===== src/rtl/wb_commit_stage.sv =====
// Write-back / commit stage: final pipeline register before retirement.
// Forms regfile write data, flags difftest skips, counts retirements and halts on trap.
module wb_commit_stage #(
    parameter int unsigned XLEN        = 64,
    parameter logic [63:0] MMIO_LIMIT  = 64'h0000_0000_8000_0000,
    parameter logic [6:0]  TRAP_OPCODE = 7'h6b
) (
    input  logic            clk,
    input  logic            rst_n,
    input  logic            i_valid,
    output logic            o_ready,
    input  logic [XLEN-1:0] i_pc,
    input  logic [31:0]     i_inst,
    input  logic [4:0]      i_rd,
    input  logic            i_rd_wen,
    input  logic [XLEN-1:0] i_alu_result,
    input  logic            i_is_load,
    input  logic            i_is_store,
    input  logic [2:0]      i_load_funct3,
    input  logic [XLEN-1:0] i_mem_addr,
    input  logic [XLEN-1:0] i_mem_rdata,
    input  logic            i_is_csr,
    input  logic [11:0]     i_csr_addr,
    output logic            o_rf_wen,
    output logic [4:0]      o_rf_waddr,
    output logic [XLEN-1:0] o_rf_wdata,
    output logic            o_cmt_valid,
    output logic [XLEN-1:0] o_cmt_pc,
    output logic [31:0]     o_cmt_inst,
    output logic [4:0]      o_cmt_rd,
    output logic            o_cmt_rd_wen,
    output logic [XLEN-1:0] o_cmt_rd_wdata,
    output logic            o_cmt_skip,
    output logic [63:0]     o_instret,
    output logic            o_halted
);

    logic            valid_q;
    logic [XLEN-1:0] pc_q;
    logic [31:0]     inst_q;
    logic [4:0]      rd_q;
    logic            rd_wen_q;
    logic [XLEN-1:0] wdata_q;
    logic            skip_q;
    logic [63:0]     instret_q;
    logic            halted_q;

    logic            accept;
    logic            is_trap;
    logic            rd_wen_d;
    logic            skip_d;
    logic [7:0]      ld_byte;
    logic [15:0]     ld_half;
    logic [31:0]     ld_word;
    logic [XLEN-1:0] wdata_d;

    assign accept  = i_valid && !halted_q;
    assign is_trap = (i_inst[6:0] == TRAP_OPCODE);

    // Lane select from the aligned doubleword; low address bits below the access size are ignored.
    assign ld_byte = i_mem_rdata[{i_mem_addr[2:0], 3'b000} +: 8];
    assign ld_half = i_mem_rdata[{i_mem_addr[2:1], 4'b0000} +: 16];
    assign ld_word = i_mem_rdata[{i_mem_addr[2], 5'b00000} +: 32];

    always_comb begin
        wdata_d = i_alu_result;
        if (i_is_load) begin
            case (i_load_funct3)
                3'b000:  wdata_d = {{(XLEN-8){ld_byte[7]}}, ld_byte};
                3'b001:  wdata_d = {{(XLEN-16){ld_half[15]}}, ld_half};
                3'b010:  wdata_d = {{(XLEN-32){ld_word[31]}}, ld_word};
                3'b011:  wdata_d = i_mem_rdata;
                3'b100:  wdata_d = {{(XLEN-8){1'b0}}, ld_byte};
                3'b101:  wdata_d = {{(XLEN-16){1'b0}}, ld_half};
                3'b110:  wdata_d = {{(XLEN-32){1'b0}}, ld_word};
                default: wdata_d = '0;
            endcase
        end
        if (i_rd == 5'd0) begin
            wdata_d = '0;
        end
    end

    assign rd_wen_d = i_rd_wen && (i_rd != 5'd0);
    assign skip_d   = ((i_is_load || i_is_store) && (i_mem_addr < MMIO_LIMIT))
                   || (i_is_csr && ((i_csr_addr == 12'hB00) || (i_csr_addr == 12'hC00)));

    always_ff @(posedge clk or negedge rst_n) begin
        if (!rst_n) begin
            valid_q   <= 1'b0;
            pc_q      <= '0;
            inst_q    <= '0;
            rd_q      <= '0;
            rd_wen_q  <= 1'b0;
            wdata_q   <= '0;
            skip_q    <= 1'b0;
            instret_q <= '0;
            halted_q  <= 1'b0;
        end else begin
            valid_q  <= accept;
            rd_wen_q <= accept && rd_wen_d;
            skip_q   <= accept && skip_d;
            if (accept) begin
                pc_q    <= i_pc;
                inst_q  <= i_inst;
                rd_q    <= i_rd;
                wdata_q <= wdata_d;
                // Trap retires this edge and freezes the stage from its commit cycle on.
                if (is_trap) begin
                    halted_q <= 1'b1;
                end
            end
            if (valid_q) begin
                instret_q <= instret_q + 64'd1;
            end
        end
    end

    assign o_ready        = !halted_q;
    assign o_cmt_valid    = valid_q;
    assign o_cmt_pc       = pc_q;
    assign o_cmt_inst     = inst_q;
    assign o_cmt_rd       = rd_q;
    assign o_cmt_rd_wen   = rd_wen_q;
    assign o_cmt_rd_wdata = wdata_q;
    assign o_cmt_skip     = skip_q;
    assign o_rf_wen       = rd_wen_q;
    assign o_rf_waddr     = rd_q;
    assign o_rf_wdata     = wdata_q;
    assign o_instret      = instret_q;
    assign o_halted       = halted_q;

endmodule


===== config.mk =====
export PLATFORM = sky130hd
export DESIGN_NAME = wb_commit_stage
export DESIGN_NICKNAME = d
export VERILOG_FILES = /design/src/rtl/wb_commit_stage.sv
export SDC_FILE = /design/constraint.sdc
export NUM_CORES = 1
export LEC_CHECK = 0
export ABC_AREA = 1
export BUFFER_PORTS_ARGS = -buffer_cell sky130_fd_sc_hd__buf_2
export CELL_PAD_IN_SITES_DETAIL_PLACEMENT = 1
export CELL_PAD_IN_SITES_GLOBAL_PLACEMENT = 1
export CORE_AREA = 2 2 243 245
export DETAILED_ROUTE_END_ITERATION = 16
export DIE_AREA = 0 0 245 247
export PLACE_DENSITY_LB_ADDON = 0.1
export REMOVE_ABC_BUFFERS = 1
export SLEW_MARGIN = 20
export SYNTH_ARGS = -nofsm -noshare
export SYNTH_HDL_FRONTEND = slang
export SYNTH_SLANG_ARGS = --single-unit

===== constraint.sdc =====
create_clock -name clk -period 2.5 [get_ports clk]
set_input_delay 0 -clock clk [delete_from_list [all_inputs] [get_ports clk]]
set_output_delay 0 -clock clk [all_outputs]
set_load 0.02 [all_outputs]

; ---- Word level (Yosys, flattened, before mapping)
; Cells that the tools add are included.
[totals]
regBits = 233
inputBits = 315
output_inout_bits = 304
word_cells = 40
[classes]
n_addsub = 1
order_cmp = 1
eq_ne = 9
n_shift = 3
n_mux = 3
reduce_logical = 14
[ops]
columns = op, count
row1 = 64-bit one-hot mux with 7 select lines, 1
row2 = 64-bit two-way mux, 2
row3 = 64-bit by 1-bit adder with 64-bit output (second input constant), 1
row4 = 64-bit by 32-bit < comparator with 1-bit output (second input constant), 1
row5 = 64-bit by 7-bit variable part select with 16-bit output, 1
row6 = 64-bit by 7-bit variable part select with 32-bit output, 1
row7 = 64-bit by 7-bit variable part select with 8-bit output, 1
row8 = 12-bit equality test (second input constant), 2
row9 = 3-bit equality test (second input constant), 3
row10 = 7-bit equality test (second input constant), 1
row11 = 3-bit by 2-bit equality test with 1-bit output (second input constant), 2
row12 = 1-bit logical AND, 6
row13 = 5-bit logical NOT, 1
row14 = 5-bit nonzero test, 1
row15 = 3-bit by 1-bit equality test with 1-bit output (second input constant), 1
row16 = 3-bit logical NOT, 1
row17 = 1-bit logical OR, 3
row18 = 2-bit AND reduction, 1
row19 = 1-bit logical NOT, 1

; ---- Logic depth before layout (Yosys ltp)
[logic_depth]
ltp_word = 5
depth_mapped = 15
mapped_depth_nobuf = 12

; ---- Worst setup path after synthesis
; OpenSTA, ideal clock, no wires.
[synth_path]
path_kind = reg-to-reg
from = register instret_q[0] (netlist: o_instret[0])
to = register instret_q[34] (netlist: o_instret[34])
setup_time_ns = 0.130
t_arrival_ns = 1.812
t_required_ns = 2.370
setup_slack_ns = 0.558
stages_incl_launch_ff = 12
n_path_buf = 0
synth_period_minus_slack_ns = 1.942
path_cell_list = dfrtp_1 > ha_1 > nand2_1 > nor2_2 > nand2_2 > nor2_8 > nand2_2 > nor2_4 > nand2_4 > clkinv_2 > nand2_2 > xnor2_1
[synth_via]
elab_chain_cells = 1
[synth_lines]
columns = element, line_no
row1 = start: declaration, 45  ; logic [63:0] instret_q;
row2 = start signal: assignment, 114  ; instret_q <= instret_q + 64'd1;
row3 = 64-bit by 1-bit adder with 64-bit output, 114
; Every way passes these cells.
; A chain may end at the register's enable or synchronous reset.

; ---- Worst setup path in the final report
[layout_path]
from = register instret_q[0] (netlist: o_instret[0])
to = register instret_q[60] (netlist: o_instret[60])
; The elaborated chain is that of the path after synthesis.

==> run summary <==
max-slew violation count - 0
Startpoint Class - flop
final hold vios - 0
vias in the first global route - 16,897
Fin Hold WS - 0.0709 ns
worst hold stages - 9
ys flop type - dfrtp_1
area post-placement - 0.0170 mm²
largest net degree at the start of global routing - 171
Worst-path clk slew - 0.06 ns
synth warn - 0
HP Class - in -> reg
RR Endpoint - o_instret[60]
CP arrival - 2.77 ns
# setup viols final - 0
asr flop ratio synth - 100%
part of the cycle the worst path needs - 91.9%
Seq/Total Area, Yosys - 42.7%
unrepaired setup endpoints after global routing - false
Tightest Pin Transition - 0.927 ns
GRT overflow - 0
R2R Setup Slk - 0.20 ns
Cell Area, Synth - 0.0137 mm²
DRT iter0 DRCs - 572
Core Area - 0.0582 mm²
Hold EP - o_cmt_rd_wdata[30]
share of cells above drive strength 1 - 25.1%
drt drc - 0
Die Area - 0.0605 mm²
Initial Util - 23.5%
Hold Crit Start - i_mem_rdata[30]
H-tree depth - 1
VDD IR max - 0.518 mV
R2R depth - 10
status - finished, final reports clean
Skew-Pair Late Insertion Delay - 0.59 ns
Post-synth EDFFs - 0
Power, Total - 9830 µW
drt wl/cell - 18.8 µm
crit end category - flop
DIE HEIGHT - 247 µm
Fin Clk Skew - 0.0135 ns
leading cell types in the layout, fill and taps excluded - nand2_1 (1,066), buf_2 (589), dlygate4sd3_1 (248), dfrtp_1 (233), nor2_1 (141)
CTS Buf Count - 31
post_cts resized - 0
pwr dens - 476 mW/mm²
Clock Tree Root - clkbuf_16
final core utilization - 35.4%
initial antenna violation count - 26
post-DR vias/cell - 4.42
minimum clock period - 2.30 ns
Clock Path Buffers - 3
drt pass-1 iters - 4
maxcap violations - 0
Total Wirelength - 67.8 mm
Critical Path RT - 2.97 ns
CTS tree - done
commonest non-fill, non-tap cell in the layout - nand2_1
Unique masters post-synth - 37
total track usage - 21.8%
cell area after layout - 0.0206 mm²
# IOs - 619
Area growth, synth to finish - 50.9%
Fmax - 0.435 GHz
Slew HR - 38.2%
register bit total from synthesis - 233
Final Wtd Congestion - 0.863
FF-to-FF Start - o_instret[0]
clock sink count - 233
Mapped Cells - 2,040
row cnt - 89
kind of critical path - reg -> reg
Max FO, Critical Path - 7
Leak - 0.0118 µW
Mean Syn Cell Area - 6.70 µm²
die width - 245 µm
first-pass GRT wire length - 101 mm
Routed Antenna Nets - 0
vias post-DR - 15,890
detailed placement HPWL - 51.3 mm
I/O Buffers - 590
nets - 3,105
repair_timing:
item	in CTS	in global routing
endpoints found under the hold margin	401	0
hold buffers	249	0
setup endpoints to repair	0	0
buffers inserted	0	0
stage by stage:
stage | setup WS, ns | setup TNS, ns | cells
2_1_floorplan | -3.17 | -465.77 | 1889
3_3_place_gp | 0.255 | 0 | 3280
3_5_place_dp | 0.203 | 0 | 3280
4_1_cts | 0.201 | 0 | 3587
5_1_grt | 0.0527 | 0 | 3594
6_report | 0.203 | 0 | 3599
sequential cells by signal, summed over array words and instances, names as in the netlist:
signal and flops:
o_cmt_valid 1, o_cmt_inst 32, o_cmt_rd_wen 1, o_cmt_skip 1, o_halted 1, o_cmt_pc 64, o_cmt_rd 5, o_instret 64
o_cmt_rd_wdata 64
worst max path at each step:
stage                 start                 to  slack [ns]  cells past startpoint
2_1_floorplan      o_halted  o_cmt_rd_wdata[0]       -3.17                      7
3_3_place_gp   o_instret[0]      o_instret[44]        0.25                     10
3_5_place_dp   o_instret[0]      o_instret[60]        0.20                     10
4_1_cts        o_instret[0]      o_instret[60]        0.20                     10
5_1_grt        o_instret[0]      o_instret[44]        0.05                     10
6_report       o_instret[0]      o_instret[60]        0.20                     10
metal layers:
layer	wire, µm	vias to the layer above	track usage (%)
met5	180	-	0
met4	2310	30	7.82
met3	3310	131	4.36
met2	36200	384	41.5
met1	25900	7588	23.9
li1	-	7757	-
layout make-up:
class                           count  area, µm²
Clock inverter                     14        210
Sequential cell                   233       5830
Fill cell                        7398      37600
Tap cell                          773        967
Multi-Input combinational cell   1532       6490
Timing Repair Buffer              867       5750
Clock buffer                       44        885
Inverter                          124        467
Antenna cell                       12       30.0
synthesized netlist by cell type (7+ instances only):
library cell,number,area (µm²)
a21oi_1,13,65.1
a22oi_1,11,82.6
buf_1,10,37.5
buf_2,16,80.1
buf_4,73,548
clkbuf_1,47,176
dfrtp_1,233,5830
inv_1,113,424
inv_2,10,37.5
nand2_1,1068,4010
nand3_1,110,551
nand4_1,22,138
nor2_1,141,529
nor2_2,7,43.8
nor3_1,30,150
nor4_1,8,50.1
o211ai_1,8,60.1
o21ai_0,55,275
xnor2_1,11,96.3
xor2_1,25,219
critical path, stage by stage, from the launching register on:
cell and delay [ns]:
dfrtp_1 0.45, ha_1 0.27, nand2_1 0.09, nor2_2 0.13, nand2_2 0.13, nor2_8 0.18, nand4_1 0.39, nor2_2 0.29
nand3_1 0.11, nand2_1 0.09, nand2_1 0.05
kinds of logic (layout without fill, tap and decap cells):
logic type | after synthesis | in the layout | share of synthesized area, %
adders and majority gates | 1 | 1 | 0.0915
and+or+nand+nor | 1402 | 1402 | 41.1
DFF | 233 | 233 | 42.7
buffers and inverters | 275 | 1049 | 9.99
xor gates and xnor gates | 36 | 36 | 2.31
AOI/OAI and AO/OA | 93 | 93 | 3.82
other | 0 | 12 | 0
power breakdown:
part / switching (µW) / total, µW / internal (µW)
combinational: 601 / 1230 / 625
sequential: 0 / 3770 / 3770
clock: 1860 / 4830 / 2970
total: 2460 / 9830 / 7370
Note: power is estimated with default switching activity, not from simulation.
